`config.mk`:
```
export PLATFORM = sky130hd
export DESIGN_NAME = song_session_ctrl
export DESIGN_NICKNAME = d
export VERILOG_FILES = /design/src/rtl/song_session_ctrl.sv
export SDC_FILE = /design/constraint.sdc
export NUM_CORES = 1
export LEC_CHECK = 0
export CAP_MARGIN = 20
export CORE_MARGIN = 4
export CORE_UTILIZATION = 55
export DETAILED_ROUTE_END_ITERATION = 6
export GPL_TIMING_DRIVEN = 0
export PLACE_DENSITY = 0.94
export SLEW_MARGIN = 15
export SYNTH_ARGS = -nofsm -noshare
export SYNTH_HDL_FRONTEND = slang
export SYNTH_SLANG_ARGS = --single-unit
```
`constraint.sdc`:
```
create_clock -name clk -period 4.3 [get_ports clk]
set_input_delay 0.86 -clock clk [delete_from_list [all_inputs] [get_ports clk]]
set_output_delay 0.86 -clock clk [all_outputs]
set_load 0.02 [all_outputs]
```
`src/rtl/song_session_ctrl.sv`:
```
// Game-flow sequencer for the score loader: idle, optional count-in, play, result hold.
// The count-in phase is present only when SONG_COUNTIN_EN is defined.
module song_session_ctrl #(
    parameter int COUNT_IN_BEATS = 4,
    parameter int RESULT_HOLD    = 27_000_000
) (
    input  logic        clk,
    input  logic        reset,
    input  logic        start,
    input  logic        abort,
    input  logic [1:0]  song_select,
    input  logic [25:0] tempo,
    input  logic        song_done,
    output logic [1:0]  song_id,
    output logic        loader_reset,
    output logic [1:0]  state,
    output logic [2:0]  count_in,
    output logic        beat,
    output logic        playing,
    output logic [7:0]  plays
);
    typedef enum logic [1:0] {
        ST_IDLE    = 2'd0,
        ST_COUNTIN = 2'd1,
        ST_PLAY    = 2'd2,
        ST_DONE    = 2'd3
    } state_t;

    localparam logic [2:0]  CIN_INIT  = 3'(COUNT_IN_BEATS);
    localparam logic [25:0] HOLD_LAST = 26'(RESULT_HOLD - 1);

    state_t      r_state;
    logic [1:0]  r_song_id;
    logic        r_loader_reset;
    logic [2:0]  r_count_in;
    logic        r_beat;
    logic        r_playing;
    logic [7:0]  r_plays;
    logic [25:0] r_hold_cnt;
    logic        w_start_ok;

    assign w_start_ok = start & ~abort;

`ifdef SONG_COUNTIN_EN
    logic [25:0] r_beat_cnt;
    logic [25:0] w_beat_last;
    logic        w_beat_wrap;

    // Last beat-counter value of a beat period; zero tempo means a one-cycle period.
    always_comb begin
        if (tempo == 26'd0) begin
            w_beat_last = 26'd0;
        end else begin
            w_beat_last = tempo - 26'd1;
        end
    end

    assign w_beat_wrap = (r_beat_cnt == w_beat_last);
`else
    logic w_unused_tempo;
    assign w_unused_tempo = ^tempo;
`endif

    // Session state machine with all outputs registered alongside the state.
    always_ff @(posedge clk) begin
        if (reset) begin
            r_state        <= ST_IDLE;
            r_song_id      <= 2'd0;
            r_loader_reset <= 1'b1;
            r_count_in     <= 3'd0;
            r_beat         <= 1'b0;
            r_playing      <= 1'b0;
            r_plays        <= 8'd0;
            r_hold_cnt     <= 26'd0;
`ifdef SONG_COUNTIN_EN
            r_beat_cnt     <= 26'd0;
`endif
        end else begin
            r_beat <= 1'b0;
            case (r_state)
                ST_IDLE: begin
                    if (w_start_ok) begin
                        r_song_id <= song_select;
`ifdef SONG_COUNTIN_EN
                        r_beat_cnt <= 26'd0;
                        r_count_in <= CIN_INIT;
                        r_state    <= ST_COUNTIN;
`else
                        r_state        <= ST_PLAY;
                        r_loader_reset <= 1'b0;
                        r_playing      <= 1'b1;
`endif
                    end
                end
                ST_COUNTIN: begin
`ifdef SONG_COUNTIN_EN
                    if (abort) begin
                        r_state <= ST_IDLE;
                    end else if (w_beat_wrap) begin
                        r_beat_cnt <= 26'd0;
                        r_count_in <= r_count_in - 3'd1;
                        r_beat     <= 1'b1;
                        // The final beat and the release of the loader share one edge.
                        if (r_count_in == 3'd1) begin
                            r_state        <= ST_PLAY;
                            r_loader_reset <= 1'b0;
                            r_playing      <= 1'b1;
                        end
                    end else begin
                        r_beat_cnt <= r_beat_cnt + 26'd1;
                    end
`else
                    r_state        <= ST_IDLE;
                    r_loader_reset <= 1'b1;
                    r_playing      <= 1'b0;
`endif
                end
                ST_PLAY: begin
                    if (abort) begin
                        r_state        <= ST_IDLE;
                        r_loader_reset <= 1'b1;
                        r_playing      <= 1'b0;
                    end else if (song_done) begin
                        r_state    <= ST_DONE;
                        r_playing  <= 1'b0;
                        r_hold_cnt <= 26'd0;
                        if (r_plays != 8'd255) begin
                            r_plays <= r_plays + 8'd1;
                        end
                    end
                end
                ST_DONE: begin
                    if (abort || (r_hold_cnt == HOLD_LAST)) begin
                        r_state        <= ST_IDLE;
                        r_loader_reset <= 1'b1;
                    end else begin
                        r_hold_cnt <= r_hold_cnt + 26'd1;
                    end
                end
                default: begin
                    r_state        <= ST_IDLE;
                    r_loader_reset <= 1'b1;
                    r_playing      <= 1'b0;
                end
            endcase
        end
    end

    assign song_id      = r_song_id;
    assign loader_reset = r_loader_reset;
    assign state        = r_state;
    assign count_in     = r_count_in;
    assign beat         = r_beat;
    assign playing      = r_playing;
    assign plays        = r_plays;

endmodule

```
## Word level (Yosys, flattened, before mapping)

Index checks and enable logic that the tools add are counted.

| operators by class | value |
|---|---|
| $add $sub $neg | 2 |
| equality and inequality tests | 12 |
| muxes and demuxes | 17 |
| bitwise logic cells | 2 |
| reductions and logical operators | 10 |

Operator list:

| operator | number |
|---|---|
| $mux 26 | 3 |
| $pmux 26 s2 | 1 |
| $add 26x1->26 const B | 1 |
| $eq 26x25->1 const B | 1 |
| $ne 2x2->1 const B | 6 |
| $reduce_and 3->1 | 3 |
| $add 8x1->8 const B | 1 |
| $mux 2 | 4 |
| $ne 8x8->1 const B | 1 |
| $pmux 2 s4 | 1 |
| $reduce_and 4->1 | 2 |
| $mux 1 | 6 |
| $eq 2x2->1 const B | 2 |
| $pmux 1 s4 | 1 |
| $ne 3x3->1 const B | 1 |
| $pmux 1 s3 | 1 |
| $reduce_bool 3->1 | 1 |
| $eq 2x1->1 const B | 1 |
| $logic_not 2->1 | 1 |
| $reduce_and 2->1 | 1 |
| $reduce_bool 2->1 | 1 |
| $and 1x1->1 | 1 |
| $logic_or 1x1->1 | 1 |
| $not 1->1 | 1 |

| word-level totals | value |
|---|---|
| flip-flop bits (word level) | 40 |
| input port bits | 33 |
| output and inout bits | 18 |
| word-level logic and storage cells | 49 |

## Longest topological paths before layout

| depth | value |
|---|---|
| depth after elaboration | 4 |
| depth in mapped cells | 9 |
| mapped depth without buffers | 7 |

## Least setup slack after synthesis

Ideal clock, no wire load.

| timing path | value |
|---|---|
| path type | in2reg |
| start point | input song_done |
| end point | register r_hold_cnt[5] |
| setup time | 0.075 ns |
| arrival time | 1.979 ns |
| data required time | 4.225 ns |
| setup slack | 2.245 ns |
| stages on the path | 5 |
| buffers on the path | 1 |
| cell sequence | and2b_1 -> or2_1 -> clkbuf_1 -> or4_1 -> a31oi_1 |

| between the ends | value |
|---|---|
| cells in the longest elaborated chain, start to end | 2 |

RTL lines:

| item | RTL line | RTL |
|---|---|---|
| start, declared | 13 | `input logic song_done,` |
| $ne 2x2->1 (no source line) | - |  |
| $reduce_and 4->1 (no source line) | - |  |
| end signal, assigned | 137 | `r_hold_cnt <= r_hold_cnt + 26'd1;` |
| end, declared | 39 | `logic [25:0] r_hold_cnt;` |

Every way passes these cells.
A chain may end at the register's enable or synchronous reset.

## Final worst setup path

| timing path | value |
|---|---|
| start point | input song_done |
| end point | register r_hold_cnt[8] |

Same word-level chain as after synthesis.

==> results.py <==
metrics = {
    "outcome": {
        "status": "finished, final reports clean",
    },
    "critical_path": {
        "worstSetupStartpointType": "input pin",
        "critPathArrivalTime_ns": 2.87,
        "critPathMaxFanout": 10,
        "crit_required_ns": 4.48,
        "criticalPathCategory": "input pin to flip-flop",
        "endpoint_kind": "flip-flop",
        "r2r_slack_ns": 1.92,
    },
    "clocking": {
        "cts_resized": 0,
        "cts_htree_levels": 2,
        "clock_latency_ns": 0.29,
        "cts_tree": "yes",
        "post_cts_buffers": 0,
        "root_buffer": "clkbuf_8",
        "cts_hold_repair.buffers": 0,
        "clkSinkCount": 40,
        "clock_path_buffers": 2,
        "clkTransAtPathRegs_ns": 0.08,
        "cts_made_buffers": 5,
    },
    "sta": {
        "fin_crit_ns": 2.69,
        "slew_headroom_pct": 48.3,
        "worstMarginPinSlew_ns": 0.772,
        "setup_ws_ns": 1.61,
        "grt_setup_unrepaired": "no",
        "totalNegativeSetupSlack_ns": 0,
        "hold_violations": 0,
        "slew_viol_final": 0,
        "finalSetupViolCount": 0,
        "clock_skew_ns": 0.00381,
        "max_freq_ghz": 0.371,
        "fin_crit_sh_pct": 62.7,
    },
    "finish": {
        "final_area_sq_um": 2760,
        "final_layout_size_suffix_gt1_share_pct": 10.9,
        "finalNetCount": 359,
        "final_core_util_pct": 67.5,
        "synthToLayoutAreaGrowth_pct": 15.6,
        "diodes": 0,
    },
    "power_and_ir_drop": {
        "switching_share_pct": 25.0,
        "p_sw_uw": 196,
        "combinationalPowerShare_pct": 12.4,
        "sequentialPowerShare_pct": 48.9,
        "p_leak_uw": 0.000975,
        "p_int_uw": 586,
        "p_clk_share_pct": 38.7,
        "vdd_drop_max_mv": 0.175,
        "p_total_uw": 782,
        "power_density_nw_per_um2": 283,
    },
    "synth": {
        "ys_seq_elements": 40,
        "syn-instance-count": 291,
        "synth-compound-area-share_pct": 20.6,
        "yosys.area_share.adder_pct": 3.15,
        "synth_mux_area_share_pct": 2.36,
        "synth_area_sq_um": 2390,
        "syn_avg_cell_area_sq_um": 8.20,
        "synth_edf_count": 0,
        "async_reset_ff_share_pct": 0,
        "yosysUniqueCellTypes": 58,
        "ys_warn_count": 0,
        "synth_top_family_by_area": "simple AND/OR/NAND/NOR gates",
        "synthSimpleGateAreaFrac_pct": 32.3,
        "synth_flop_cell": "dfxtp_1",
        "synth_seq_area_share_pct": 33.6,
        "synth_xor_area_share_pct": 2.57,
    },
    "floorplanning": {
        "die-width_um": 73.9,
        "io_pins": 51,
        "std_cell_rows": 23,
        "die_area_sq_um": 5460,
        "core-area_sq_um": 4090,
        "initial_core_util_pct": 58.4,
        "die_h_um": 73.9,
    },
    "detailed_routing": {
        "wl_per_cell_um": 16.5,
        "drt_iter0_markers": 215,
        "antenna_left": 0,
        "remaining_drc_errors": 0,
        "viasPerCell": 6.45,
        "firstDrtPassIters": 5,
        "wl_um": 6130,
        "dr_total_vias": 2393,
    },
    "global_routing": {
        "grt_pass1_vias": 2344,
        "antenna_found_initial": 0,
        "overflow": 0,
        "grt_max_degree": 13,
        "grt_pass1_wl_um": 10600,
        "grt_usage_pct": 24.5,
    },
    "placed_design": {
        "dpl.hpwl_um": 4560,
        "io_buffers": 19,
        "dpl-instance-area_sq_um": 2650,
        "place_ws_ns": 1.36,
        "place_congestion": 0.932,
    },
    "job": {
        "cap_violations": 0,
    },
    "hold_path": {
        "min_path_type": "flip-flop to flip-flop",
    },
}
power groups by stage:
stage               clock, uW  sequential (uW)  combinational [uW]
floorplan                   0              397                53.6
global placement            0              390                91.7
detailed placement          0              391                94.7
CTS                       308              382                95.4
global route              322              383                 104
finish                    303              382                96.9
layer usage:
layer / vias to the layer above / wire length, um / part of all wire (%) / global-route usage [%]
li1: 1137 / - / - / -
met1: 1112 / 2660 / 43 / 30.8
met2: 128 / 2950 / 48 / 39.2
met3: 16 / 385 / 6.3 / 6.02
met4: 0 / 130 / 2.1 / 11.7
met5: - / 0 / 0 / 0
logic make-up (layout without fill, tap and decap cells):
| group | count (synthesis) | in the layout |
|---|---|---|
| AOI/OAI and AO/OA | 74 | 74 |
| xor gates and xnor gates | 7 | 7 |
| adders and majority gates | 6 | 6 |
| buffers and inverters | 25 | 52 |
| DFF | 40 | 40 |
| muxes | 5 | 5 |
| other | 1 | 4 |
| and+or+nand+nor | 133 | 133 |
critical path, cell delays in order:
cell and delay [ns]:
clkdlybuf4s50_1 0.51, and2b_1 0.23, nor2_1 0.22, o21ai_0 0.31
clkbuf_1 0.30, o21ai_0 0.36, nor2_1 0.08
flip-flops by register name (all words and copies together) (netlist names):
signal / flops
r_hold_cnt: 26
plays: 8
song_id: 2
state: 2
loader_reset: 1
playing: 1
synthesized netlist by cell type, types with 2 or more instances:
| cell | instances | area (sq um) |
|---|---|---|
| dfxtp_1 | 40 | 801 |
| nand2_1 | 30 | 113 |
| nor2_1 | 23 | 86.3 |
| a31oi_1 | 19 | 119 |
| a21oi_1 | 15 | 75.1 |
| nand3_1 | 11 | 55.1 |
| o21ai_0 | 11 | 55.1 |
| and3_1 | 10 | 62.6 |
| nor3_1 | 9 | 45.0 |
| clkbuf_1 | 8 | 30.0 |
| inv_1 | 7 | 26.3 |
| nand4_1 | 7 | 43.8 |
| a41oi_1 | 6 | 52.6 |
| buf_4 | 6 | 45.0 |
| ha_1 | 6 | 75.1 |
| xnor2_1 | 6 | 52.6 |
| and4_1 | 5 | 43.8 |
| nor4_1 | 5 | 31.3 |
| nand2b_1 | 4 | 25.0 |
| o21a_1 | 4 | 30.0 |
| and2_1 | 3 | 18.8 |
| buf_2 | 3 | 15.0 |
| mux2i_1 | 3 | 30.0 |
| nand4_2 | 3 | 37.5 |
| nor2b_1 | 3 | 18.8 |
| nor4_2 | 3 | 37.5 |
| o211ai_1 | 3 | 22.5 |
| o21ai_1 | 3 | 15.0 |
| a211oi_1 | 2 | 15.0 |
| nor3b_1 | 2 | 15.0 |
| nor4b_2 | 2 | 30.0 |
| o21ai_2 | 2 | 17.5 |
| or3_1 | 2 | 12.5 |
stage by stage:
stage / std cells / hold WS, ns
floorplan: 294 / 0.459
global placement: 363 / 0.474
detailed placement: 363 / 0.486
CTS: 371 / 0.504
global route: 371 / 0.522
finish: 371 / 0.505
layout by cell type (no fill, tap or decap), drive strengths merged, types with 7 or more instances in the layout:
cell,netlist,layout
dfxtp,40,40
nand2,31,31
nor2,23,23
a31oi,19,19
clkdlybuf4s50,0,19
o21ai,16,16
a21oi,15,15
clkbuf,8,14
nand3,12,12
and3,10,10
nor3,10,10
nand4,10,10
buf,10,10
nor4,8,8
inv,7,7
layout make-up:
type	count	area, sq um
Clock buffer	6	72.6
Sequential cell	40	801
Clock inverter	2	35.0
Tap cell	50	62.6
Fill cell	315	1330
Inverter	7	26.3
Multi-Input combinational cell	229	1470
Timing Repair Buffer	19	190
Buffer	18	101
path summary, 6_finish.rpt:
path                  startpoint        endpoint  cells past startpoint
setup reg to reg        state[0]   r_hold_cnt[8]                      8
setup / recovery       song_done   r_hold_cnt[8]                      7
hold / removal    r_hold_cnt[16]  r_hold_cnt[16]                      1
hold reg to reg   r_hold_cnt[16]  r_hold_cnt[16]                      1
No activity file was read; power rests on OpenSTA's default activity.
